## src/rtl/addsub_nibble_sequencer.sv

```systemverilog
// Multi-cycle controller for an external 4-bit add/sub slice: feeds a WORDS*4-bit
// add or subtract through the slice one nibble per cycle, LSB first, and returns sum plus flags.
module addsub_nibble_sequencer #(
   parameter int WORDS = 2
) (
   input  logic                 clk,
   input  logic                 rst_n,
   input  logic                 op_valid,
   output logic                 op_ready,
   input  logic [4*WORDS-1:0]   op_a,
   input  logic [4*WORDS-1:0]   op_b,
   input  logic                 op_sub,
   output logic [3:0]           add_a,
   output logic [3:0]           add_b,
   output logic                 add_m,
   output logic                 add_cin,
   input  logic [3:0]           add_sum,
   input  logic                 add_cout,
   output logic                 res_valid,
   input  logic                 res_ready,
   output logic [4*WORDS-1:0]   res_sum,
   output logic                 res_cout,
   output logic                 res_ovf,
   output logic                 res_zero,
   output logic                 res_neg
);

   localparam int W  = 4 * WORDS;
   localparam int IW = (WORDS > 1) ? $clog2(WORDS) : 1;
   localparam logic [IW-1:0] LAST_IDX = IW'(WORDS - 1);

   localparam logic [1:0] S_IDLE = 2'd0;
   localparam logic [1:0] S_RUN  = 2'd1;
   localparam logic [1:0] S_DONE = 2'd2;

   logic [1:0]    state;
   logic [IW-1:0] idx;
   logic [W-1:0]  a_reg;
   logic [W-1:0]  b_reg;
   logic          sub_reg;
   logic          carry_reg;
   logic [W-1:0]  sum_next;
   logic          beff;
   logic          in_run;

   assign in_run    = (state == S_RUN);
   assign op_ready  = rst_n && (state == S_IDLE);
   assign res_valid = (state == S_DONE);
   assign beff      = b_reg[W-1] ^ sub_reg;

   always_comb begin
      add_a   = '0;
      add_b   = '0;
      add_m   = 1'b0;
      add_cin = 1'b0;
      if (in_run) begin
         add_a   = a_reg[{idx, 2'b00} +: 4];
         add_b   = b_reg[{idx, 2'b00} +: 4];
         add_m   = sub_reg;
         add_cin = (idx == '0) ? sub_reg : carry_reg;
      end
   end

   // Full sum as it will look after this edge; the zero flag needs the final nibble included.
   always_comb begin
      sum_next = res_sum;
      sum_next[{idx, 2'b00} +: 4] = add_sum;
   end

   always_ff @(posedge clk or negedge rst_n) begin
      if (!rst_n) begin
         state     <= S_IDLE;
         idx       <= '0;
         a_reg     <= '0;
         b_reg     <= '0;
         sub_reg   <= 1'b0;
         carry_reg <= 1'b0;
         res_sum   <= '0;
         res_cout  <= 1'b0;
         res_ovf   <= 1'b0;
         res_zero  <= 1'b0;
         res_neg   <= 1'b0;
      end else begin
         case (state)
            S_IDLE: begin
               if (op_valid) begin
                  a_reg   <= op_a;
                  b_reg   <= op_b;
                  sub_reg <= op_sub;
                  idx     <= '0;
                  state   <= S_RUN;
               end
            end
            S_RUN: begin
               res_sum   <= sum_next;
               carry_reg <= add_cout;
               if (idx == LAST_IDX) begin
                  res_cout <= add_cout;
                  res_ovf  <= (a_reg[W-1] == beff) && (add_sum[3] != a_reg[W-1]);
                  res_zero <= (sum_next == '0);
                  res_neg  <= add_sum[3];
                  state    <= S_DONE;
               end else begin
                  idx <= idx + 1'b1;
               end
            end
            S_DONE: begin
               if (res_ready) state <= S_IDLE;
            end
            default: state <= S_IDLE;
         endcase
      end
   end

endmodule

```

## config.mk

```make
export PLATFORM = sky130hd
export DESIGN_NAME = addsub_nibble_sequencer
export DESIGN_NICKNAME = d
export VERILOG_FILES = /design/src/rtl/addsub_nibble_sequencer.sv
export SDC_FILE = /design/constraint.sdc
export NUM_CORES = 1
export LEC_CHECK = 0
export CAP_MARGIN = 20
export CORE_UTILIZATION = 46
export CTS_BUF_LIST = sky130_fd_sc_hd__clkbuf_4
export DETAILED_ROUTE_END_ITERATION = 6
export HOLD_SLACK_MARGIN = 0.02
export PLACE_DENSITY = 0.81
export SYNTH_ARGS = -nofsm -noshare
export SYNTH_HDL_FRONTEND = slang
export SYNTH_SLANG_ARGS = --single-unit
```

## constraint.sdc

```tcl
create_clock -name clk -period 1.74 [get_ports clk]
set_input_delay 0.261 -clock clk [delete_from_list [all_inputs] [get_ports clk]]
set_output_delay 0.261 -clock clk [all_outputs]
set_load 0.05 [all_outputs]
```

==> results of run 1 <==
## critical path: cells and delay by family (launching register included)
kind                   cells  cell delay, ns
AOI/OAI and AO/OA          1            0.21
buffers and inverters      1            0.14
DFF                        1            0.43
and+or+nand+nor            2            0.40
## how the worst min path moves through the flow
stage	from	to	slack, ns	cells past startpoint
after floorplan	rst_n	a_reg[0]	-0.03	0
after global placement	res_zero	res_zero	0.47	2
after detailed placement	res_ovf	res_ovf	0.48	2
after CTS	rst_n	carry_reg	0.39	2
after global routing	rst_n	res_sum[3]	0.42	2
final	rst_n	carry_reg	0.39	2
## cell type report
class / instances / area [µm²]
inverters: 1 / 3.75
clock buffers: 6 / 45.0
fillers: 193 / 796
flip-flops and latches: 33 / 827
well taps: 44 / 55.1
multi-input cells: 61 / 637
clock inverters: 1 / 3.75
repair buffers: 58 / 661
## Yosys cell counts
library cell / count
dfrtp_1: 33
mux2_2: 28
a22o_2: 9
nand2_1: 3
o21ai_0: 3
and2_1: 2
buf_6: 2
nor2b_1: 2
nor2b_4: 2
nor4_1: 2
a21o_1: 1
buf_12: 1
buf_2: 1
clkbuf_2: 1
inv_1: 1
mux2i_1: 1
nand2b_1: 1
nand2b_4: 1
nand3b_1: 1
nor2_4: 1
nor3b_1: 1
or2_1: 1
xor2_1: 1
## report_power, final
group | switching, µW | total, µW | internal [µW]
clock | 233 | 395 | 162
sequential | 283 | 1440 | 1150
combinational | 1650 | 3220 | 1560
total | 2170 | 5050 | 2880
## routing by layer
metal	up-vias	global-route usage [%]	part of all wire, %
met2	23	33.3	53
met4	0	9.18	1.6
met5	-	0	0
met3	5	4.62	3.3
met1	501	25.3	42
li1	481	-	-
## cell usage in the layout, fill, tap and decap left out, types with 2 or more instances in the layout
cell	instances
o21ai_0	3
buf_12	13
mux2_2	28
a22o_2	4
dfrtp_1	32
clkbuf_4	6
nor2b_4	3
nor2b_1	2
buf_4	20
clkdlybuf4s50_1	25
nor4_1	2
and2_4	2
nand2_1	3
a22o_4	5
## kinds of logic after synthesis
group	Yosys count
simple gates	17
mux	29
xor+xnor	1
compound gates	13
buf+inv	6
flops	33
## stage by stage
step                TNS (ns)  setup WS [ns]  instances  hold WS [ns]
floorplan                  0          0.180         99       -0.0346
global placement           0          0.159        191         0.470
detailed placement         0          0.128        191         0.484
CTS                  -0.0443        -0.0187        201         0.391
global route          -0.545        -0.0802        204         0.417
finish               -0.0755        -0.0276        204         0.390
## what timing repair did
item,in CTS,in global routing
cloned,1,0
setup endpoints to repair,9,9
pin swaps,0,5
hold buffers,0,0
setup buffers,2,3
gates resized for setup,4,6
==> qor.log, run 1 <==
qor: placed_design.dp_hpwl 2200 µm
qor: worst_setup_path.cp_slowest_cell dfrtp_2
qor: detailed_routing.detail-route-antenna-nets 0
qor: logic_synthesis.postSynthRegisterBits 33
qor: global_routing.wire_length_of_the_first_global_routing_pass 4930 µm
qor: logic_synthesis.netlist_area 1460 µm²
qor: clocking.clockRootBuffer clkbuf_4
qor: worst_setup_path.cp-startpoint state[1]
qor: logic_synthesis.combinational_family_with_the_most_area_after_synthesis multiplexers
qor: detailed_routing.route.detailed.vias_per_inst 4.95
qor: sta.min_period_over_period 102%
qor: sta.grt_setup_unrepaired true
qor: logic_synthesis.share_of_synthesized_area_spent_on_multiplexers 22.3%
qor: layout.final_layout_size_suffix_gt1_share 53.1%
qor: detailed_routing.drc 0
qor: sta.finalWorstPathRequiredPeriod 1.77 ns
qor: logic_synthesis.post_synth_and_or_nand_nor_area_fraction 8.84%
qor: worst_setup_path.timing.reg2reg.worst_path_depth 5
qor: global_routing.gr-usage-all-layers 20.1%
qor: power.power_per_cell_area 2260 nW/µm²
qor: run_status.outcome finished, violations left
qor: sta.tightestPinTransition 0.472 ns
qor: worst_setup_path.critical_path.cell_chain nor2b_4 -> nor2b_4 -> a22o_2 -> buf_12
qor: worst_setup_path.timing.rr.end res_sum[0]
qor: detailed_routing.initialDrtViolationCount 26
qor: floorplan.fp.coreArea 3030 µm²
qor: logic_synthesis.synth_xor_xnor_area_share 0.601%
qor: logic_synthesis.post_synth_main_area_contributors dfrtp_1, mux2_2, a22o_2
qor: worst_setup_path.rr_startpoint state[1]
qor: global_routing.number_of_global_route_vias_before_repair 1,028
qor: placed_design.port_buffers 49
qor: power.power.static_leakage 0.000982 µW
qor: clocking.cts.htree.levels 2
qor: layout.final_util 73.7%
qor: worst_setup_path.worstPathRequired 1.48 ns
qor: floorplan.die_width 58.3 µm
qor: logic_synthesis.post_synth_inst_count 99
qor: layout.antenna_cells_inserted 0
qor: sta.worst_slew_margin_rel 68.5%
qor: clocking.clk_latency 0.33 ns
qor: layout.final_net_count 186
qor: clocking.number_of_cts_inserted_buffers 5
qor: run.drv.max_cap_violation_count 0
qor: logic_synthesis.count_of_synthesis_stage_warnings_from_yosys 0
qor: worst_setup_path.critical_path_arrival 1.51 ns
qor: floorplan.floorplan.io_pins 50
qor: placed_design.globalplace.congestion 0.846
qor: logic_synthesis.synth_top_cell_by_area dfrtp_1
qor: logic_synthesis.synth-compound-area-share 7.73%
qor: logic_synthesis.syn-num-nets 125
qor: power.peakVddDrop 0.00122 V
qor: logic_synthesis.synth_top_cell_area_share 56.7%
qor: sta.max_freq 566 MHz
qor: sta.report.final.setup_viol 7
qor: worst_setup_path.worst-r2r-setup-slack 0.17 ns
qor: clocking.max-clock-path-buffers 2
qor: floorplan.initial_core_util 48.1%
qor: logic_synthesis.number_of_distinct_library_cells_after_synthesis 23
qor: sta.fin_worst_skew 0.00960 ns
qor: sta.finalWorstSetupSlack -0.0276 ns
qor: clocking.numClockSinks 33
qor: worst_setup_path.class_of_the_most_critical_setup_path register to output pin
qor: power.power.total 5050 µW
qor: run_status.violations negative setup slack
qor: detailed_routing.dr.pass1.iters 4
qor: clocking.clk_transition_reported_paths 0.09 ns
qor: worst_setup_path.worst_path_largest_cell_delay 0.43 ns
qor: logic_synthesis.post_synthesis_average_cell_area 14.7 µm²
qor: min_path.hold_class primary input to async pin
qor: layout.post-route-cell-area 2230 µm²
qor: worst_setup_path.critical_path.endpoint add_a[2]
qor: layout.area_delta_synth_final 53.1%
qor: floorplan.die_area 3400 µm²
qor: logic_synthesis.adder_and_majority_cell_fraction_of_the_synthesized_area 0%
qor: placed_design.placed_cell_area 2090 µm²
qor: floorplan.placementRows 20
qor: sta.hold_viol 0
qor: global_routing.globalRoute.totalOverflow 0
qor: worst_setup_path.cp-start-kind register
qor: global_routing.antenna_violations_before_repair 0
qor: detailed_routing.vias 1,010
qor: worst_setup_path.critPathMostFrequentCell nor2b_4
qor: worst_setup_path.endpoint_kind output pin
qor: worst_setup_path.crit_path_max_fanout 5
qor: floorplan.die_y 58.3 µm
qor: global_routing.grt_start_max_net_pins 34
qor: detailed_routing.wirelength 3150 µm
qor: logic_synthesis.sequential_share_of_the_synthesized_area 56.7%
qor: detailed_routing.wire_per_inst 15.4 µm
qor: clocking.cts_tree yes
qor: sta.timing_max_transition_violations_final 0
Note: power is estimated with default switching activity, not from simulation.
==> inputs of run 2 (changes only) <==
- CORE_UTILIZATION: 46 -> 44
- CTS_BUF_LIST: sky130_fd_sc_hd__clkbuf_4 -> not set
- PLACE_DENSITY: 0.81 -> not set
- PLACE_DENSITY_LB_ADDON: not set -> 0.3
==> run 2 against run 1 <==
Effect of this change:
- the flow still finishes with violations (negative setup slack)
- non-clock buffer count shrank 1
- maximum frequency down 1.3%
- register-to-register slack is essentially flat
- final cell count down 0.49%
- utilization decreased by 2.5 points
- clock power increased by 6.3%
- critical path depth stayed put
- clock skew fell by 0.0048 ns
- critical endpoint is now add_a[0]
==> qor.log, run 2 (synthesis results as in run 1) <==
qor: sta.setup_tns -0.236 ns
qor: sta.report.final.setup_viol 8
qor: sta.timing_max_transition_violations_final 0
qor: min_path.hold_class primary input to async pin
qor: sta.grt_setup_unrepaired true
qor: worst_setup_path.worst-r2r-setup-slack 0.16 ns
qor: detailed_routing.drc 0
qor: placed_design.port_buffers 49
qor: placed_design.globalplace.congestion 0.810
qor: layout.area_delta_synth_final 51.5%
qor: detailed_routing.dr.pass1.iters 2
qor: layout.mostFrequentLayoutCells dfrtp_1, mux2_2, clkdlybuf4s50_1
qor: worst_setup_path.critical_path_arrival 1.53 ns
qor: power.power_per_cell_area 2270 nW/µm²
qor: clocking.clk_transition_reported_paths 0.09 ns
qor: sta.hold_viol 0
qor: detailed_routing.dr_wl_met2 1600 µm
qor: layout.multi_input_gate_area_in_the_final_layout 614 µm²
qor: placed_design.dp_hpwl 2190 µm
qor: power.power_switching_share 42.7%
qor: sta.finalWorstSetupSlack -0.0502 ns
qor: sta.tightestPinTransition 0.460 ns
qor: layout.most_common_library_cell_in_the_layout_ignoring_fill_and_taps dfrtp_1
qor: sta.max_freq 559 MHz
qor: layout.post-route-cell-area 2210 µm²
qor: clocking.clockRootBuffer clkbuf_4
qor: sta.finalWorstPathRequiredPeriod 1.79 ns
qor: worst_setup_path.class_of_the_most_critical_setup_path register to output pin
qor: detailed_routing.route.detailed.vias_per_inst 4.95
qor: sta.worst_slew_margin_rel 69.2%
qor: global_routing.wire_length_of_the_first_global_routing_pass 4930 µm
qor: floorplan.fp.coreArea 3100 µm²
qor: sta.min_period_over_period 103%
qor: worst_setup_path.critical_path.cell_chain nor2b_4 -> nor2b_4 -> a22o_2 -> buf_12
qor: worst_setup_path.rr_startpoint state[1]
qor: power.p_int 2870 µW
qor: floorplan.placementRows 20
qor: layout.layout.area.seq 827 µm²
qor: power.power.share.sequential 28.8%
qor: clocking.number_of_cts_inserted_buffers 5
qor: global_routing.number_of_global_route_vias_before_repair 1,102
qor: run.drv.max_cap_violation_count 0
qor: layout.antenna_cells_inserted 0
qor: floorplan.die_y 59.6 µm
qor: worst_setup_path.worst_path_largest_cell_delay 0.44 ns
qor: power.combPwrFrac 62.8%
qor: global_routing.antenna_violations_before_repair 0
qor: worst_setup_path.cp_slowest_cell dfrtp_2
qor: detailed_routing.initialDrtViolationCount 5
qor: placed_design.preCtsSetupSlack 0.109 ns
qor: worst_setup_path.timing.rr.end res_sum[2]
qor: detailed_routing.met3_wirelength 167 µm
qor: worst_setup_path.endpoint_kind output pin
qor: layout.final_net_count 185
qor: floorplan.floorplan.io_pins 50
qor: clocking.numClockSinks 33
qor: clocking.cts.htree.levels 2
qor: detailed_routing.detail-route-antenna-nets 0
qor: detailed_routing.wirelength 3080 µm
qor: floorplan.initial_core_util 47.0%
qor: sta.fin_worst_skew 0.00484 ns
qor: layout.final_layout_size_suffix_gt1_share 52.8%
qor: clocking.cts-hold-fix-buffers 0
qor: clocking.max-clock-path-buffers 2
qor: clocking.clk_latency 0.32 ns
qor: power.peakVddDrop 0.00107 V
qor: run_status.outcome finished, violations left
qor: worst_setup_path.crit_path_max_fanout 5
qor: detailed_routing.wirelength_met1 1210 µm
qor: worst_setup_path.cp-start-kind register
qor: detailed_routing.dr.max_layer_used met4
qor: global_routing.grt_start_max_net_pins 34
qor: power.power.switching 2140 µW
qor: placed_design.placed_cell_area 2090 µm²
qor: detailed_routing.vias 1,005
qor: detailed_routing.wire_per_inst 15.2 µm
qor: worst_setup_path.worstPathRequired 1.48 ns
qor: layout.final.fill_count 231
qor: floorplan.die_width 59.6 µm
qor: floorplan.die_area 3550 µm²
qor: global_routing.globalRoute.totalOverflow 0
qor: power.power.static_leakage 0.000964 µW
qor: power.power_frac_clock 8.4%
qor: power.power.total 5000 µW
qor: worst_setup_path.timing.reg2reg.worst_path_depth 5
qor: run_status.violations negative setup slack
qor: global_routing.gr-usage-all-layers 19.8%
qor: worst_setup_path.critPathMostFrequentCell nor2b_4
qor: clocking.cts_tree yes
-- run 2: what timing repair did --
action,4_1_cts,5_1_grt
resized for setup,5,2
pin swaps,0,1
endpoints found under the hold margin,0,0
gates cloned,1,0
endpoints found under the setup margin,9,9
buffers inserted,3,1
-- run 2: stage by stage --
stage / hold slack [ns] / util (%) / instances
2_1_floorplan: -0.0346 / - / 99
3_3_place_gp: 0.468 / 67.3 / 191
3_5_place_dp: 0.474 / 67.3 / 191
4_1_cts: 0.382 / 70.6 / 202
5_1_grt: 0.410 / 71.2 / 203
6_report: 0.371 / 71.2 / 203
-- run 2: cell type report --
cell class                      count  share of cell area [%]
Multi-Input combinational cell     61                    27.8
Sequential cell                    33                    37.5
Clock buffer                        7                    2.49
Tap cell                           44                    2.49
Timing Repair Buffer               57                    29.6
Inverter                            1                   0.170
-- run 2: critical path: cells and delay by family, from the launching register on --
family / cells / cell delay [ns]
AO/OA/AOI/OAI: 1 / 0.21
buffers and inverters: 1 / 0.13
AND/OR/NAND/NOR: 2 / 0.42
flip-flops: 1 / 0.44
-- run 2: worst max path at each step --
stage	from	to	slack [ns]	cells after the start
2_1_floorplan	state[0]	add_a[0]	0.18	5
3_3_place_gp	op_valid	b_reg[5]	0.18	5
3_5_place_dp	state[1]	add_b[1]	0.11	4
4_1_cts	state[1]	add_a[2]	-0.02	4
5_1_grt	state[1]	add_b[3]	-0.11	4
6_report	state[1]	add_a[0]	-0.05	4
-- run 2: layer usage --
layer  GRT usage (%)  vias up
li1                -      479
met1            21.6      483
met5               0        -
met3            6.77        9
met2            33.9       34
met4            10.6        0
-- run 2: power by group through the flow --
stage / Sequential [µW] / Combinational (µW) / Clock, µW
6_report: 1440 / 3150 / 420
5_1_grt: 1490 / 3290 / 467
4_1_cts: 1430 / 3110 / 432
3_5_place_dp: 1430 / 3010 / 0
3_3_place_gp: 1400 / 2950 / 0
2_1_floorplan: 1830 / 1480 / 0
==> inputs of run 3 (changes only) <==
--- a/config.mk
+++ b/config.mk
@@ -10,4 +10,5 @@
 export DETAILED_ROUTE_END_ITERATION = 6
 export HOLD_SLACK_MARGIN = 0.02
+export MAX_ROUTING_LAYER = met4
 export PLACE_DENSITY_LB_ADDON = 0.3
 export SYNTH_ARGS = -nofsm -noshare
==> constraint.sdc (replaced) <==
create_clock -name clk -period 1.74 [get_ports clk]
set_input_delay 0.261 -clock clk [delete_from_list [all_inputs] [get_ports clk]]
set_output_delay 0.261 -clock clk [all_outputs]
set_load 0.01 [all_outputs]
==> run 3 against run 2 <==
Effect of this change:
- sequential power about the same
- clock skew grew 0.011 ns
- the run still ends with negative setup slack left
- sequential share of layout area rose by 0.92 points
- register-to-register slack barely moved
- die area stayed put
- critical path type unchanged
- total power shrank 22%
- combinational power is 35% lower
- first-iteration DRC count grew to 6.2 times the previous value
- via count up 1.4%
- non-clock buffer count up 2
- highest routed layer unchanged
- flip-flop and latch count unchanged
==> qor.log, run 3 (synthesis results as in run 1) <==
qor: placed_design.globalplace.congestion 0.842
qor: clocking.numClockSinks 33
qor: clocking.cts-hold-fix-buffers 0
qor: sta.finalWorstSetupSlack -0.0479 ns
qor: worst_setup_path.worstPathRequired 1.48 ns
qor: clocking.number_of_cts_inserted_buffers 5
qor: detailed_routing.dr_wl_met2 1430 µm
qor: detailed_routing.wirelength_met1 1290 µm
qor: sta.report.final.setup_viol 9
qor: detailed_routing.wirelength 2940 µm
qor: run_status.outcome finished, violations left
qor: min_path.hold_class primary input to async pin
qor: placed_design.preCtsSetupSlack -0.0840 ns
qor: layout.final_layout_size_suffix_gt1_share 42.2%
qor: floorplan.die_y 59.6 µm
qor: floorplan.floorplan.io_pins 50
qor: detailed_routing.detail-route-antenna-nets 0
qor: sta.fin_worst_skew 0.0161 ns
qor: power.power.total 3890 µW
qor: layout.most_common_library_cell_in_the_layout_ignoring_fill_and_taps clkdlybuf4s50_1
qor: layout.mostFrequentLayoutCells clkdlybuf4s50_1, dfrtp_1, mux2_2
qor: clocking.max-clock-path-buffers 2
qor: detailed_routing.wire_per_inst 14.3 µm
qor: sta.tightestPinTransition 0.499 ns
qor: clocking.cts_tree yes
qor: global_routing.number_of_global_route_vias_before_repair 992
qor: sta.finalWorstPathRequiredPeriod 1.79 ns
qor: detailed_routing.initialDrtViolationCount 31
qor: sta.timing_max_transition_violations_final 0
qor: sta.worst_slew_margin_rel 66.6%
qor: placed_design.dp_hpwl 2050 µm
qor: power.power_per_cell_area 1810 nW/µm²
qor: detailed_routing.drc 0
qor: floorplan.die_area 3550 µm²
qor: floorplan.fp.coreArea 3100 µm²
qor: run.drv.max_cap_violation_count 0
qor: global_routing.globalRoute.totalOverflow 0
qor: worst_setup_path.endpoint_kind output pin
qor: floorplan.initial_core_util 47.0%
qor: clocking.clockRootBuffer clkbuf_4
qor: layout.final_util 69.4%
qor: sta.grt_setup_unrepaired true
qor: detailed_routing.met3_wirelength 135 µm
qor: sta.max_freq 559 MHz
qor: layout.area_delta_synth_final 47.6%
qor: run_status.violations negative setup slack
qor: power.power.static_leakage 0.000938 µW
qor: detailed_routing.route.detailed.vias_per_inst 4.97
qor: worst_setup_path.cp-start-kind register
qor: detailed_routing.dr.pass1.iters 4
qor: power.peakVddDrop 0.000645 V
qor: global_routing.antenna_violations_before_repair 0
qor: floorplan.placementRows 20
qor: worst_setup_path.crit_path_max_fanout 7
qor: detailed_routing.vias 1,019
qor: detailed_routing.dr.max_layer_used met4
qor: global_routing.grt_start_max_net_pins 34
qor: global_routing.wire_length_of_the_first_global_routing_pass 4560 µm
qor: placed_design.port_buffers 49
qor: clocking.clk_latency 0.34 ns
qor: layout.antenna_cells_inserted 0
qor: worst_setup_path.class_of_the_most_critical_setup_path register to output pin
qor: global_routing.gr-usage-all-layers 19.2%
qor: sta.hold_viol 0
qor: clocking.clk_transition_reported_paths 0.10 ns
qor: layout.final.fill_count 258
qor: worst_setup_path.critical_path_arrival 1.53 ns
qor: clocking.cts.htree.levels 2
qor: floorplan.die_width 59.6 µm
qor: sta.min_period_over_period 103%
qor: layout.final_net_count 187
-- run 3: changes by cell type in the layout (fill, tap and decap cells not counted), moves of 2 or more --
cell,change
buf_12,-12
buf_4,-13
buf_6,+12
dlygate4sd2_1,+2
clkdlybuf4s50_1,+12
-- run 3: final timing paths --
path	slack, ns	from	endpoint	cells past startpoint
worst max-delay path	-0.05	state[0]	add_a[1]	5
worst min-delay path	0.35	rst_n	state[0]	2
worst max register to register	0.17	state[0]	res_sum[2]	6
worst min register to register	0.50	res_zero	res_zero	2
max in group asynchronous	1.09	rst_n	a_reg[0]	2
min in group clk	0.50	res_zero	res_zero	2
-- run 3: report_power, final --
part	internal, µW	total, µW	leakage, µW	switching, µW
clock network	190	429	0.0000314	239
registers	1150	1420	0.000392	271
logic	1310	2040	0.000515	730
total	2650	3890	0.000938	1240
-- run 3: worst max-delay path, cell delays in order (launching register included) --
cell and delay [ns]:
dfrtp_1 0.41, nor2b_4 0.15, and2_4 0.16, buf_6 0.13
a22o_4 0.21, buf_6 0.12
-- run 3: per-stage QoR --
step                      std cells  setup TNS, ns  hold WS [ns]  instance area [µm²]
after detailed placement        195         -0.734         0.488                 2020
after global routing            205         -0.653         0.376                 2150
after CTS                       204         -0.713         0.359                 2110
after floorplan                  99              0       -0.0346                 1460
after global placement          195         -0.382         0.467                 2020
final                           205         -0.388         0.346                 2150
-- run 3: what timing repair did --
item | CTS | global route
setup buffers | 1 | 2
resized for setup | 40 | 18
setup endpoints to repair | 12 | 10
pin swaps | 0 | 3
cloned | 1 | 0
-- run 3: cell type report --
cell class | count | area (µm²) | share of cell area [%]
sequential | 33 | 826 | 38.4
tap | 44 | 55.1 | 2.56
inverter | 1 | 3.75 | 0.174
multi-input combinational | 61 | 614 | 28.5
clock buffer | 7 | 55.1 | 2.56
timing repair buffer | 59 | 598 | 27.8
-- run 3: metal layers --
metal  vias up  track usage [%]
met3        12             4.59
met4         0             12.6
met1       497             22.6
met2        28             29.4
li1        482                -
met5         -                -
